File: src/rtl/mmio_timer_responder.sv
// mmio_timer_responder
//   Memory-mapped timer peripheral that answers on the CPU data-memory port.
//   It sits beside data_memory; the top level takes read_result from this
//   block when hit=1, otherwise from data_memory.
//   Provides a prescaled 32-bit counter with compare match, overflow flag and
//   a registered level interrupt.
//
// Ports
//   clock         sole clock, rising edge
//   reset         synchronous, active-high
//   address       [31:2] CPU word address (30 bits)
//   write_enable  store strobe, sampled at the rising edge
//   write_input   store data
//   read_result   load data, combinational, 0 when hit=0
//   hit           address falls inside the 8-word window at BASE_ADDRESS
//   irq           IRQ_EN & (MATCH | OVF), registered
//
// Register map (word offset = address[2:0])
//   0 CTRL      [0] EN  [1] AUTO_RELOAD  [2] IRQ_EN
//   1 PRESCALE  tick every PRESCALE+1 running cycles
//   2 COUNT
//   3 COMPARE
//   4 STATUS    [0] MATCH  [1] OVF, write-1-to-clear
//   5 CYCLE_LO  6 CYCLE_HI (only with MMIO_TIMER_CYCLE_COUNTER_EN, else 0)
//   7 reserved  reads 0, writes ignored
//
// Build option
//   MMIO_TIMER_CYCLE_COUNTER_EN: adds a 64-bit free-running cycle counter at
//   offsets 5/6. Software reads HI, LO, HI to detect a carry between halves.

module mmio_timer_responder #(
  parameter logic [31:0] BASE_ADDRESS   = 32'hFFFF_0000,
  parameter int          PRESCALE_WIDTH = 16
) (
  input  logic        clock,
  input  logic        reset,
  input  logic [29:0] address,
  input  logic        write_enable,
  input  logic [31:0] write_input,
  output logic [31:0] read_result,
  output logic        hit,
  output logic        irq
);

  localparam logic [2:0] OFF_CTRL     = 3'd0;
  localparam logic [2:0] OFF_PRESCALE = 3'd1;
  localparam logic [2:0] OFF_COUNT    = 3'd2;
  localparam logic [2:0] OFF_COMPARE  = 3'd3;
  localparam logic [2:0] OFF_STATUS   = 3'd4;
  localparam logic [2:0] OFF_CYC_LO   = 3'd5;
  localparam logic [2:0] OFF_CYC_HI   = 3'd6;

  localparam logic [PRESCALE_WIDTH-1:0] PC_ONE = PRESCALE_WIDTH'(1);

  // The timer state is exactly CTRL.EN.
  typedef enum logic {IDLE = 1'b0, RUNNING = 1'b1} state_t;

  state_t                    state_q, state_d;
  logic                      auto_reload_q;
  logic                      irq_en_q;
  logic [PRESCALE_WIDTH-1:0] prescale_q;
  logic [PRESCALE_WIDTH-1:0] pc_q;
  logic [31:0]               count_q;
  logic [31:0]               compare_q;
  logic                      match_q;
  logic                      ovf_q;
  logic                      irq_q;

  logic [2:0] offset;
  logic       wr;
  logic       wr_ctrl, wr_prescale, wr_count, wr_compare, wr_status;
  logic       tick;
  logic       match_set;
  logic       ovf_set;

  assign hit    = (address[29:3] == BASE_ADDRESS[31:5]);
  assign offset = address[2:0];
  assign wr     = write_enable & hit;

  assign wr_ctrl     = wr & (offset == OFF_CTRL);
  assign wr_prescale = wr & (offset == OFF_PRESCALE);
  assign wr_count    = wr & (offset == OFF_COUNT);
  assign wr_compare  = wr & (offset == OFF_COMPARE);
  assign wr_status   = wr & (offset == OFF_STATUS);

  // State register
  always_ff @(posedge clock) begin
    if (reset) state_q <= IDLE;
    else       state_q <= state_d;
  end

  // Next state: a CPU write to CTRL always overrides the one-shot expiry,
  // whichever value of EN it writes.
  always_comb begin
    state_d = state_q;
    if (wr_ctrl)
      state_d = write_input[0] ? RUNNING : IDLE;
    else if (match_set && !auto_reload_q)
      state_d = IDLE;
  end

  // Outputs of the state machine: tick and the flag-set events it causes.
  always_comb begin
    tick      = 1'b0;
    match_set = 1'b0;
    ovf_set   = 1'b0;
    if (state_q == RUNNING && pc_q == prescale_q) begin
      tick = 1'b1;
      if (count_q == compare_q)     match_set = 1'b1;
      else if (count_q == '1)       ovf_set   = 1'b1;
    end
  end

  always_ff @(posedge clock) begin
    if (reset) begin
      auto_reload_q <= 1'b0;
      irq_en_q      <= 1'b0;
      prescale_q    <= '0;
      compare_q     <= 32'hFFFF_FFFF;
    end else begin
      if (wr_ctrl) begin
        auto_reload_q <= write_input[1];
        irq_en_q      <= write_input[2];
      end
      if (wr_prescale) prescale_q <= write_input[PRESCALE_WIDTH-1:0];
      if (wr_compare)  compare_q  <= write_input;
    end
  end

  // Prescale counter restarts whenever CTRL or PRESCALE is written so a new
  // configuration always begins with a full tick period.
  always_ff @(posedge clock) begin
    if (reset)                      pc_q <= '0;
    else if (wr_ctrl || wr_prescale) pc_q <= '0;
    else if (state_q == RUNNING)    pc_q <= tick ? '0 : pc_q + PC_ONE;
  end

  // A CPU write to COUNT wins over the tick update in the same cycle.
  always_ff @(posedge clock) begin
    if (reset)         count_q <= '0;
    else if (wr_count) count_q <= write_input;
    else if (match_set) begin
      if (auto_reload_q) count_q <= '0;
    end else if (tick) count_q <= count_q + 32'd1;
  end

  // Set events win over a write-1-to-clear in the same cycle.
  always_ff @(posedge clock) begin
    if (reset) begin
      match_q <= 1'b0;
      ovf_q   <= 1'b0;
      irq_q   <= 1'b0;
    end else begin
      match_q <= match_set | (match_q & ~(wr_status & write_input[0]));
      ovf_q   <= ovf_set   | (ovf_q   & ~(wr_status & write_input[1]));
      irq_q   <= irq_en_q & (match_q | ovf_q);
    end
  end

  assign irq = irq_q;

`ifdef MMIO_TIMER_CYCLE_COUNTER_EN
  logic [63:0] cycle_q;

  always_ff @(posedge clock) begin
    if (reset) cycle_q <= '0;
    else       cycle_q <= cycle_q + 64'd1;
  end
`endif

  always_comb begin
    read_result = '0;
    if (hit) begin
      case (offset)
        OFF_CTRL:     read_result = {29'd0, irq_en_q, auto_reload_q, state_q == RUNNING};
        OFF_PRESCALE: read_result = 32'(prescale_q);
        OFF_COUNT:    read_result = count_q;
        OFF_COMPARE:  read_result = compare_q;
        OFF_STATUS:   read_result = {30'd0, ovf_q, match_q};
`ifdef MMIO_TIMER_CYCLE_COUNTER_EN
        OFF_CYC_LO:   read_result = cycle_q[31:0];
        OFF_CYC_HI:   read_result = cycle_q[63:32];
`else
        OFF_CYC_LO:   read_result = '0;
        OFF_CYC_HI:   read_result = '0;
`endif
        default:      read_result = '0;
      endcase
    end
  end

endmodule

File: config.mk
export PLATFORM = sky130hd
export DESIGN_NAME = mmio_timer_responder
export DESIGN_NICKNAME = d
export VERILOG_FILES = /design/src/rtl/mmio_timer_responder.sv
export SDC_FILE = /design/constraint.sdc
export NUM_CORES = 1
export LEC_CHECK = 0
export ABC_AREA = 1
export BUFFER_PORTS_ARGS = -buffer_cell sky130_fd_sc_hd__buf_4
export CAP_MARGIN = 0
export CELL_PAD_IN_SITES_DETAIL_PLACEMENT = 0
export CELL_PAD_IN_SITES_GLOBAL_PLACEMENT = 1
export CORE_ASPECT_RATIO = 1.5
export CORE_MARGIN = 1
export CORE_UTILIZATION = 36
export CTS_CLUSTER_DIAMETER = 50
export DETAILED_ROUTE_END_ITERATION = 6
export HOLD_SLACK_MARGIN = 0.15
export PLACE_DENSITY = 0.75
export SETUP_SLACK_MARGIN = 0.4
export SYNTH_ARGS = -nofsm -noshare
export SYNTH_HDL_FRONTEND = slang
export SYNTH_SLANG_ARGS = --single-unit
File: constraint.sdc
create_clock -name clock -period 1.9 [get_ports clock]
set_clock_uncertainty 0.1 [all_clocks]
set_input_delay 0 -clock clock [delete_from_list [all_inputs] [get_ports clock]]
set_output_delay 0 -clock clock [all_outputs]
set_load 0.01 [all_outputs]
==> results.sh, run 1 <==
export IMPL_clock_latency_ns=0.37
export IMPL_final_common_cell="nand2_1"
export IMPL_worst_pin_slew_ns=0.685
export IMPL_hold_class="input port to register"
export IMPL_multi_input_area_sq_um=5360
export IMPL_cts_sinks=102
export IMPL_core_area_sq_um=19900
export IMPL_first_global_vias=9228
export IMPL_synth_fp_nets=1333
export IMPL_rsz0062_at_grt="true"
export IMPL_worst_ep_arrival_time_ns=2.31
export IMPL_cts_tree="built"
export IMPL_synth_cells=1266
export IMPL_wl_mm=31.6
export IMPL_maxSlewHeadroom_pct=54.3
export IMPL_cts_hold_buf=35
export IMPL_pin_count=99
export IMPL_crit_slowest_cell="dfxtp_4"
export IMPL_min_period_ns=2.12
export IMPL_cts_htree_levels=3
export IMPL_cp_cell_sequence="inv_2 -> nand2_2 -> nand4_1 -> nor2_1 -> nand2_1 -> nor2_4 -> nand3_4 -> buf_6 -> a21oi_4 -> buf_6 -> nand2_1 -> a21oi_1"
export IMPL_io_buffers=98
export IMPL_cts_buffer_depth=2
export IMPL_vias=9451
export IMPL_drive_above_1_share_pct=43.2
export IMPL_gp_congestion=0.960
export IMPL_cts_inserted_buffers=9
export IMPL_leakage_nw=5.56
export IMPL_diodes=0
export IMPL_whs_ns=0.0768
export IMPL_ys_ff_latch=102
export IMPL_end_kind="register"
export IMPL_start_util_pct=37.0
export IMPL_violations="negative setup slack"
export IMPL_cp_max_fo=4
export IMPL_ant_nets=0
export IMPL_first_pass_iters=7
export IMPL_antenna_found_initial=0
export IMPL_cts_root_buffer="clkbuf_16"
export IMPL_post_drt_wl_per_cell_microns=16.6
export IMPL_ys_warn_count=0
export IMPL_pwr_density_cell_nw_per_um2=373
export IMPL_cp_start_kind="register"
export IMPL_fmax_mhz=473
export IMPL_vdd_drop_max_mv=0.396
export IMPL_grt_max_degree=52
export IMPL_syn_area_sq_um=7370
export IMPL_fin_ws_ns=-0.216
export IMPL_path_clk_slew_ns=0.08
export IMPL_syn_to_final_growth_pct=65.3
export IMPL_dp_final_hpwl_mm=23.1
export IMPL_synth_seq_area_share_pct=27.7
export IMPL_maxCapViolCount=0
export IMPL_die_x_microns=119
export IMPL_fp_row_count=63
export IMPL_status="complete, but fails checks"
export IMPL_final_cell_mix="nand2_1 (358), buf_4 (332), nor2_1 (185), inv_1 (88), dfxtp_2 (64)"
export IMPL_regArea_sq_um=2180
export IMPL_timing_max_transition_violations_final=0
export IMPL_critPathKind="register to register"
export IMPL_chipHeight_microns=177
export IMPL_setup_violations=48
export IMPL_grt_pass1_wl_mm=48.0
export IMPL_grtUsageTotal_pct=29.9
export IMPL_drc_errors=0
export IMPL_dieArea_sq_um=21100
export IMPL_power_total_mw=4.55
export IMPL_max_stage_delay_ns=0.39
export IMPL_critical_path_required_ns=2.10
export IMPL_period_share_pct=111
export IMPL_hold_viol=0
export IMPL_place_inst=1811
export IMPL_synth_cell_types=40
export IMPL_final_cells=1897
export IMPL_avgSynthCellArea_sq_um=5.82
export IMPL_drt_initial_drc_count=591
export IMPL_fillers=1899
export IMPL_grt_overflow_total=0
export IMPL_nets=1699
export IMPL_vias_per_cell=4.98
## synthesized netlist by cell type, drive strengths merged
cell	number	area, sq um
a211oi	18	135
a21oi	21	113
a221oi	1	8.76
a22oi	19	143
a31oi	6	37.5
a41oi	2	17.5
and2	2	12.5
and3b	1	8.76
buf	29	176
clkbuf	25	95.1
clkinv	3	11.3
dfxtp	102	2040
ha	2	25.0
inv	139	522
nand2	437	1660
nand3	68	358
nand3b	17	128
nand4	20	125
nor2	238	921
nor3	26	145
nor3b	1	7.51
nor4	1	6.26
o211ai	31	233
o21ai	11	55.1
o22ai	7	43.8
xnor2	5	43.8
xor2	34	298
## critical path: cells and delay by family (launching register included)
kind	cells	cell delay, ns
flip-flops	1	0.39
buffers and inverters	3	0.37
AO/OA/AOI/OAI	2	0.34
AND/OR/NAND/NOR	7	0.83
## logic make-up (layout without fill, tap and decap cells)
logic type / count (synthesis) / after routing / share of synthesized area (%)
AOI/OAI and AO/OA: 116 / 117 / 10.7
xor gates and xnor gates: 39 / 39 / 4.63
adders and majority gates: 2 / 2 / 0.339
buffers and inverters: 196 / 566 / 10.9
DFF: 102 / 102 / 27.7
and+or+nand+nor: 811 / 811 / 45.7
## timing repair
item | CTS | global route
pin swaps | 30 | 81
gates resized for setup | 125 | 210
endpoints found under the hold margin | 87 | 3
endpoints found under the setup margin | 70 | 70
cloned | 2 | 3
setup buffers | 13 | 17
## sequential cells by signal, summed over array words and instances (netlist names)
register       count
pc_q              16
irq_en_q           1
count_q           32
auto_reload_q      1
match_q            1
state_q            1
prescale_q        16
compare_q         32
irq                1
ovf_q              1
## path summary, 6_finish.rpt
path / endpoint / from / slack [ns] / cells past startpoint
max: count_q[6]$_SDFFE_PP0P_ / count_q[16]$_SDFFE_PP0P_ / -0.22 / 12
min: state_q$_SDFFE_PP0P_ / address[2] / 0.08 / 5
max reg2reg: count_q[6]$_SDFFE_PP0P_ / count_q[16]$_SDFFE_PP0P_ / -0.22 / 12
min reg2reg: prescale_q[0]$_SDFFE_PP0P_ / prescale_q[0]$_SDFFE_PP0P_ / 0.39 / 2
## where the power goes
group | internal [mW] | leakage [nW] | switching (mW) | total, mW
Combinational | 0.177 | 4.56 | 0.183 | 0.360
Clock | 1.15 | 0.153 | 0.921 | 2.07
Sequential | 2.11 | 0.847 | 0.00000000206 | 2.11
Total | 3.44 | 5.56 | 1.10 | 4.55
## layout make-up
class                   count  share of cell area, %
multi-input cells         969                   44.0
repair buffers            408                   28.4
flip-flops and latches    102                   17.9
inverters                 142                   4.57
well taps                 260                   2.67
clock buffers              11                   1.91
clock inverters             5                  0.616
## routing by layer
layer | share of wire [%] | up-vias | track usage (%)
met1 | 38 | 4385 | 31.2
li1 | - | 4735 | -
met5 | 0 | - | 0
met4 | 5.6 | 0 | 17.6
met2 | 53 | 238 | 57.2
met3 | 3.3 | 93 | 3.00
## per-stage QoR
step,utilization (%),TNS (ns),setup WS [ns],cell area [sq um]
6_report,61.1,-5.42,-0.216,12200
5_1_grt,61.1,-10.09,-0.280,12200
4_1_cts,56.9,-2.16,-0.0973,11300
3_5_place_dp,51.2,-11.01,-0.291,10200
3_3_place_gp,51.2,-10.60,-0.279,10200
2_1_floorplan,-,0,0.0975,7590
No activity file was read; power rests on OpenSTA's default activity.
==> run 2: changes to the inputs <==
BUFFER_PORTS_ARGS = not set   (was -buffer_cell sky130_fd_sc_hd__buf_4)
CORE_ASPECT_RATIO = 1.75   (was 1.5)
CORE_UTILIZATION = 40   (was 36)
DONT_BUFFER_PORTS = 1   (was not set)
SLEW_MARGIN = 10   (was not set)
==> results.sh, run 2 (synthesis gave the netlist of run 1 again) <==
export IMPL_fin_area_sq_um=11700
export IMPL_cts_tree="built"
export IMPL_hold_viol=50
export IMPL_maxCapViolCount=0
export IMPL_pin_count=99
export IMPL_start_util_pct=40.8
export IMPL_final_common_cell="nand2_1"
export IMPL_grt_pass1_wl_mm=46.2
export IMPL_cp_start_kind="register"
export IMPL_vdd_drop_max_mv=0.347
export IMPL_end_kind="register"
export IMPL_path_clk_slew_ns=0.08
export IMPL_cts_inserted_buffers=9
export IMPL_post_drt_wl_per_cell_microns=17.6
export IMPL_min_delay_start="reset"
export IMPL_dieArea_sq_um=19000
export IMPL_period_share_pct=113
export IMPL_gp_congestion=0.980
export IMPL_maxSlewHeadroom_pct=68.2
export IMPL_min_period_ns=2.15
export IMPL_status="complete, but fails checks"
export IMPL_chipHeight_microns=182
export IMPL_grtUsageTotal_pct=31.9
export IMPL_fmax_mhz=466
export IMPL_first_global_vias=9093
export IMPL_drc_errors=0
export IMPL_clock_latency_ns=0.37
export IMPL_dp_final_hpwl_mm=22.8
export IMPL_first_pass_iters=6
export IMPL_rsz0062_at_grt="true"
export IMPL_cts_sinks=102
export IMPL_cts_buffer_depth=2
export IMPL_nets=1628
export IMPL_cts_root_buffer="clkbuf_16"
export IMPL_io_buffers=0
export IMPL_wl_mm=31.6
export IMPL_hold_class="input port to register"
export IMPL_vias=9363
export IMPL_placed_area_sq_um=9560
export IMPL_worst_pin_slew_ns=0.475
export IMPL_core_area_sq_um=18100
export IMPL_crit_path_start="count_q[16]$_SDFFE_PP0P_"
export IMPL_setup_violations=48
export IMPL_grt_overflow_total=0
export IMPL_die_x_microns=105
export IMPL_drive_above_1_share_pct=40.5
export IMPL_final_cells=1800
export IMPL_place_inst=1698
export IMPL_diodes=0
export IMPL_pwr_density_cell_nw_per_um2=384
export IMPL_worst_ep_arrival_time_ns=2.31
export IMPL_fp_row_count=65
export IMPL_critPathKind="register to register"
export IMPL_syn_to_final_growth_pct=58.4
export IMPL_cts_hold_buf=36
export IMPL_final_cell_mix="nand2_1 (362), buf_4 (255), nor2_1 (169), inv_1 (95)"
export IMPL_cts_htree_levels=3
export IMPL_antenna_found_initial=0
export IMPL_reg_top3="compare_q x32, count_q x32"
export IMPL_cp_max_fo=8
export IMPL_critical_path_required_ns=2.06
export IMPL_grt_max_degree=58
export IMPL_fin_ws_ns=-0.246
export IMPL_vias_per_cell=5.20
export IMPL_leakage_nw=5.26
export IMPL_drt_initial_drc_count=412
export IMPL_violations="negative hold slack, negative setup slack"
export IMPL_ant_nets=0
export IMPL_timing_max_transition_violations_final=0
export IMPL_timing_rr_start="count_q[16]$_SDFFE_PP0P_"
export IMPL_whs_ns=-0.401
## run 2: final timing paths
check	endpoint	slack [ns]	depth (start not counted)
max	count_q[29]$_SDFFE_PP0P_	-0.25	12
min	count_q[17]$_SDFFE_PP0P_	-0.40	1
max reg2reg	count_q[29]$_SDFFE_PP0P_	-0.25	12
min reg2reg	count_q[11]$_SDFFE_PP0P_	0.42	2
## run 2: report_power, final
group | switching, mW | leakage (nW) | total [mW] | internal [mW]
Sequential | 0.00000000207 | 0.848 | 2.11 | 2.11
Combinational | 0.133 | 4.25 | 0.242 | 0.108
Clock | 0.901 | 0.162 | 2.13 | 1.23
## run 2: area by class of cell
type                            count  area [sq um]
Clock inverter                      5          81.3
Tap cell                          234           293
Multi-Input combinational cell    968          5330
Inverter                          142           544
Fill cell                        1697          6380
Clock buffer                       11           253
Timing Repair Buffer              338          2990
Sequential cell                   102          2180
## run 2: metrics by stage
stage / TNS [ns] / util (%) / worst slack, ns / power, mW
2_1_floorplan: 0 / - / 0.0975 / 2.27
3_3_place_gp: -11.86 / 52.9 / -0.396 / 2.31
3_5_place_dp: -12.69 / 52.9 / -0.413 / 2.31
4_1_cts: -1.41 / 60.3 / -0.0976 / 4.49
5_1_grt: -9.41 / 64.7 / -0.304 / 4.60
6_report: -6.46 / 64.7 / -0.246 / 4.48
## run 2: per-layer routing
| metal | vias up | global-route usage [%] | share of wire, % |
|---|---|---|---|
| met5 | - | 0 | 0 |
| met4 | 0 | 24.7 | 8.1 |
| met3 | 137 | 4.24 | 4.7 |
| met2 | 339 | 61.1 | 54 |
| met1 | 4289 | 30.1 | 33 |
| li1 | 4598 | - | - |
## run 2: repair_timing
item / CTS / global route
setup endpoints to repair: 55 / 131
resized for setup: 164 / 166
buffers inserted: 19 / 25
pin swaps: 54 / 83
gates cloned: 2 / 4
endpoints found under the hold margin: 102 / 50
## run 2: critical path: stages, from the launching register on
cell and delay [ns]:
dfxtp_4 0.38, inv_2 0.04, nand2_2 0.06, nand4_1 0.19, nor2_2 0.18, nand2_2 0.08
nor2_4 0.15, nand3_4 0.14, a21oi_4 0.28, buf_8 0.19, nor2_4 0.05, nor2_2 0.12
nor2_1 0.06
==> run 3: changes to the inputs <==
ABC_AREA = not set   (was 1)
CORE_UTILIZATION = 43   (was 40)
PLACE_DENSITY = 0.78   (was 0.75)
==> results.sh, run 3 <==
export IMPL_setup_violations=117
export IMPL_vias=6794
export IMPL_place_inst=1054
export IMPL_critPathKind="register to register"
export IMPL_rsz0062_at_grt="true"
export IMPL_die_x_microns=91.7
export IMPL_grtUsageTotal_pct=34.5
export IMPL_synth_cell_types=52
export IMPL_antenna_found_initial=0
export IMPL_grt_max_degree=54
export IMPL_ys_ff_latch=102
export IMPL_diodes=0
export IMPL_worst_ep_arrival_time_ns=2.51
export IMPL_chipHeight_microns=159
export IMPL_netlist_area_leader_share_pct=33.7
export IMPL_path_clk_slew_ns=0.08
export IMPL_core_area_sq_um=13800
export IMPL_dp_final_hpwl_mm=16.4
export IMPL_r2r_end="count_q[19]$_SDFFE_PP0P_"
export IMPL_ant_nets=0
export IMPL_cts_htree_levels=3
export IMPL_holdPathStages=1
export IMPL_cts_buffer_depth=2
export IMPL_nets=1028
export IMPL_clock_latency_ns=0.36
export IMPL_first_pass_iters=5
export IMPL_min_delay_start="reset"
export IMPL_worst_pin_slew_ns=0.625
export IMPL_drive_above_1_share_pct=38.3
export IMPL_dieArea_sq_um=14600
export IMPL_min_to="ovf_q$_SDFF_PP0_"
export IMPL_fmax_mhz=428
export IMPL_grt_pass1_wl_mm=38.4
export IMPL_rrSetupSlack_ns=-0.44
export IMPL_synth_commonest_cells="nor2_1 (118), dfxtp_1 (102), nand2_1 (91), mux2i_1 (57), xor2_1 (53)"
export IMPL_maxSlewHeadroom_pct=58.0
export IMPL_status="complete, but fails checks"
export IMPL_timing_rr_start="pc_q[14]$_SDFFE_PP0P_"
export IMPL_reg2reg_depth=8
export IMPL_leakage_nw=3.53
export IMPL_syn_to_final_growth_pct=58.4
export IMPL_cts_sinks=102
export IMPL_final_cells=1143
export IMPL_ys_warn_count=0
export IMPL_reg_top3="compare_q x32, count_q x32"
export IMPL_vdd_drop_max_mv=0.481
export IMPL_pwr_density_cell_nw_per_um2=446
export IMPL_syn_area_sq_um=6060
export IMPL_avgSynthCellArea_sq_um=8.09
export IMPL_drc_errors=0
export IMPL_timing_max_transition_violations_final=0
export IMPL_start_util_pct=43.8
export IMPL_maxCapViolCount=0
export IMPL_hold_class="input port to register"
export IMPL_cts_root_buffer="clkbuf_16"
export IMPL_fin_ws_ns=-0.437
export IMPL_violations="negative hold slack, negative setup slack"
export IMPL_pin_count=99
export IMPL_critical_path_required_ns=2.07
export IMPL_cp_max_fo=5
export IMPL_first_global_vias=7054
export IMPL_vias_per_cell=5.94
export IMPL_hold_viol=66
export IMPL_cts_tree="built"
export IMPL_fp_row_count=57
export IMPL_period_share_pct=123
export IMPL_synth_fp_nets=816
export IMPL_end_kind="register"
export IMPL_synth_seq_area_share_pct=33.7
export IMPL_min_period_ns=2.34
export IMPL_drt_initial_drc_count=408
export IMPL_wl_mm=25.0
export IMPL_synth_flop_cell="dfxtp_1"
export IMPL_grt_overflow_total=0
export IMPL_final_cell_mix="buf_4 (145), dfxtp_1 (91), nand2_1 (87), nor2_1 (82), mux2i_1 (54)"
export IMPL_synth_area_top_cells="dfxtp_1 (34%), mux2i_1 (9.4%), xor2_1 (7.7%)"
export IMPL_cts_hold_buf=37
export IMPL_synth_cells=749
export IMPL_gp_congestion=0.910
export IMPL_whs_ns=-0.393
export IMPL_cts_inserted_buffers=9
export IMPL_post_drt_wl_per_cell_microns=21.9
export IMPL_async_flop_share_pct=0
export IMPL_io_buffers=0
export IMPL_yosysTopAreaCell="dfxtp_1"
export IMPL_synth_edf_count=0
export IMPL_yosys_cell_count_top_type="nor2_1"
export IMPL_crit_path_start="pc_q[14]$_SDFFE_PP0P_"
export IMPL_cp_start_kind="register"
export IMPL_fillers=1034
export IMPL_final_common_cell="buf_4"
==> run 3: power breakdown <==
part | total (mW) | leakage, nW | switching, mW | internal, mW
Clock | 1.85 | 0.139 | 0.883 | 0.969
Combinational | 0.287 | 2.56 | 0.156 | 0.131
Sequential | 2.14 | 0.827 | 0.00166 | 2.14
==> run 3: final cells by class <==
cell class                      instances  area (sq um)  area share (%)
Sequential cell                       102          2060            21.5
Multi-Input combinational cell        593          4490            46.8
Clock inverter                          4          30.0           0.313
Inverter                                4          15.0           0.156
Tap cell                              177           221            2.31
Timing Repair Buffer                  251          2520            26.3
Clock buffer                           12           256            2.67
==> run 3: how the worst max path moves through the flow <==
stage               cells past startpoint                           to  slack [ns]
detailed placement                      8     count_q[19]$_SDFFE_PP0P_       -0.52
CTS                                    11     count_q[29]$_SDFFE_PP0P_       -0.41
floorplan                               8  prescale_q[10]$_SDFFE_PP0P_       -0.53
global route                           11     count_q[24]$_SDFFE_PP0P_       -0.51
global placement                        8     count_q[28]$_SDFFE_PP0P_       -0.49
finish                                  8     count_q[19]$_SDFFE_PP0P_       -0.44
==> run 3: timing repair <==
| action | CTS | global route |
|---|---|---|
| endpoints found under the setup margin | 134 | 134 |
| gates cloned | 11 | 0 |
| endpoints found under the hold margin | 109 | 66 |
| pin swaps | 31 | 30 |
| setup buffers | 19 | 6 |
| resized for setup | 105 | 79 |
==> run 3: per-layer routing <==
metal | GRT usage, % | share of wire, % | vias to the layer above
li1 | - | - | 3096
met1 | 34.6 | 34 | 3274
met2 | 59.9 | 52 | 306
met3 | 6.02 | 5.3 | 118
met4 | 30.5 | 8.7 | 0
met5 | 0 | 0 | -
==> run 3: logic make-up (layout without fill, tap and decap cells) <==
kind of cell | count (synthesis) | after routing | share of synthesized area (%)
simple gates | 336 | 338 | 26.3
buf+inv | 56 | 271 | 3.95
xor+xnor | 72 | 72 | 10.4
fa+ha+maj | 2 | 2 | 0.413
mux | 72 | 72 | 12.2
flops | 102 | 102 | 33.7
compound gates | 109 | 109 | 13.0
==> run 3: stage by stage <==
| stage | util (%) | TNS, ns | setup slack (ns) | power (mW) | cell area (sq um) |
|---|---|---|---|---|---|
| 2_1_floorplan | - | -35.20 | -0.526 | 2.33 | 6360 |
| 3_3_place_gp | 55.7 | -31.33 | -0.488 | 2.34 | 7710 |
| 3_5_place_dp | 55.7 | -35.31 | -0.517 | 2.34 | 7710 |
| 4_1_cts | 66.5 | -18.32 | -0.414 | 4.26 | 9200 |
| 5_1_grt | 69.3 | -29.43 | -0.512 | 4.40 | 9590 |
| 6_report | 69.3 | -21.71 | -0.437 | 4.28 | 9590 |
==> run 3: critical path, cell delays in order, from the launching register on <==
cell and delay [ns]:
dfxtp_2 0.34, xor2_2 0.18, nor4_1 0.29, nand4_1 0.19, or4_4 0.53, nor3_4 0.21, buf_4 0.17, a22oi_1 0.07
o22ai_1 0.19
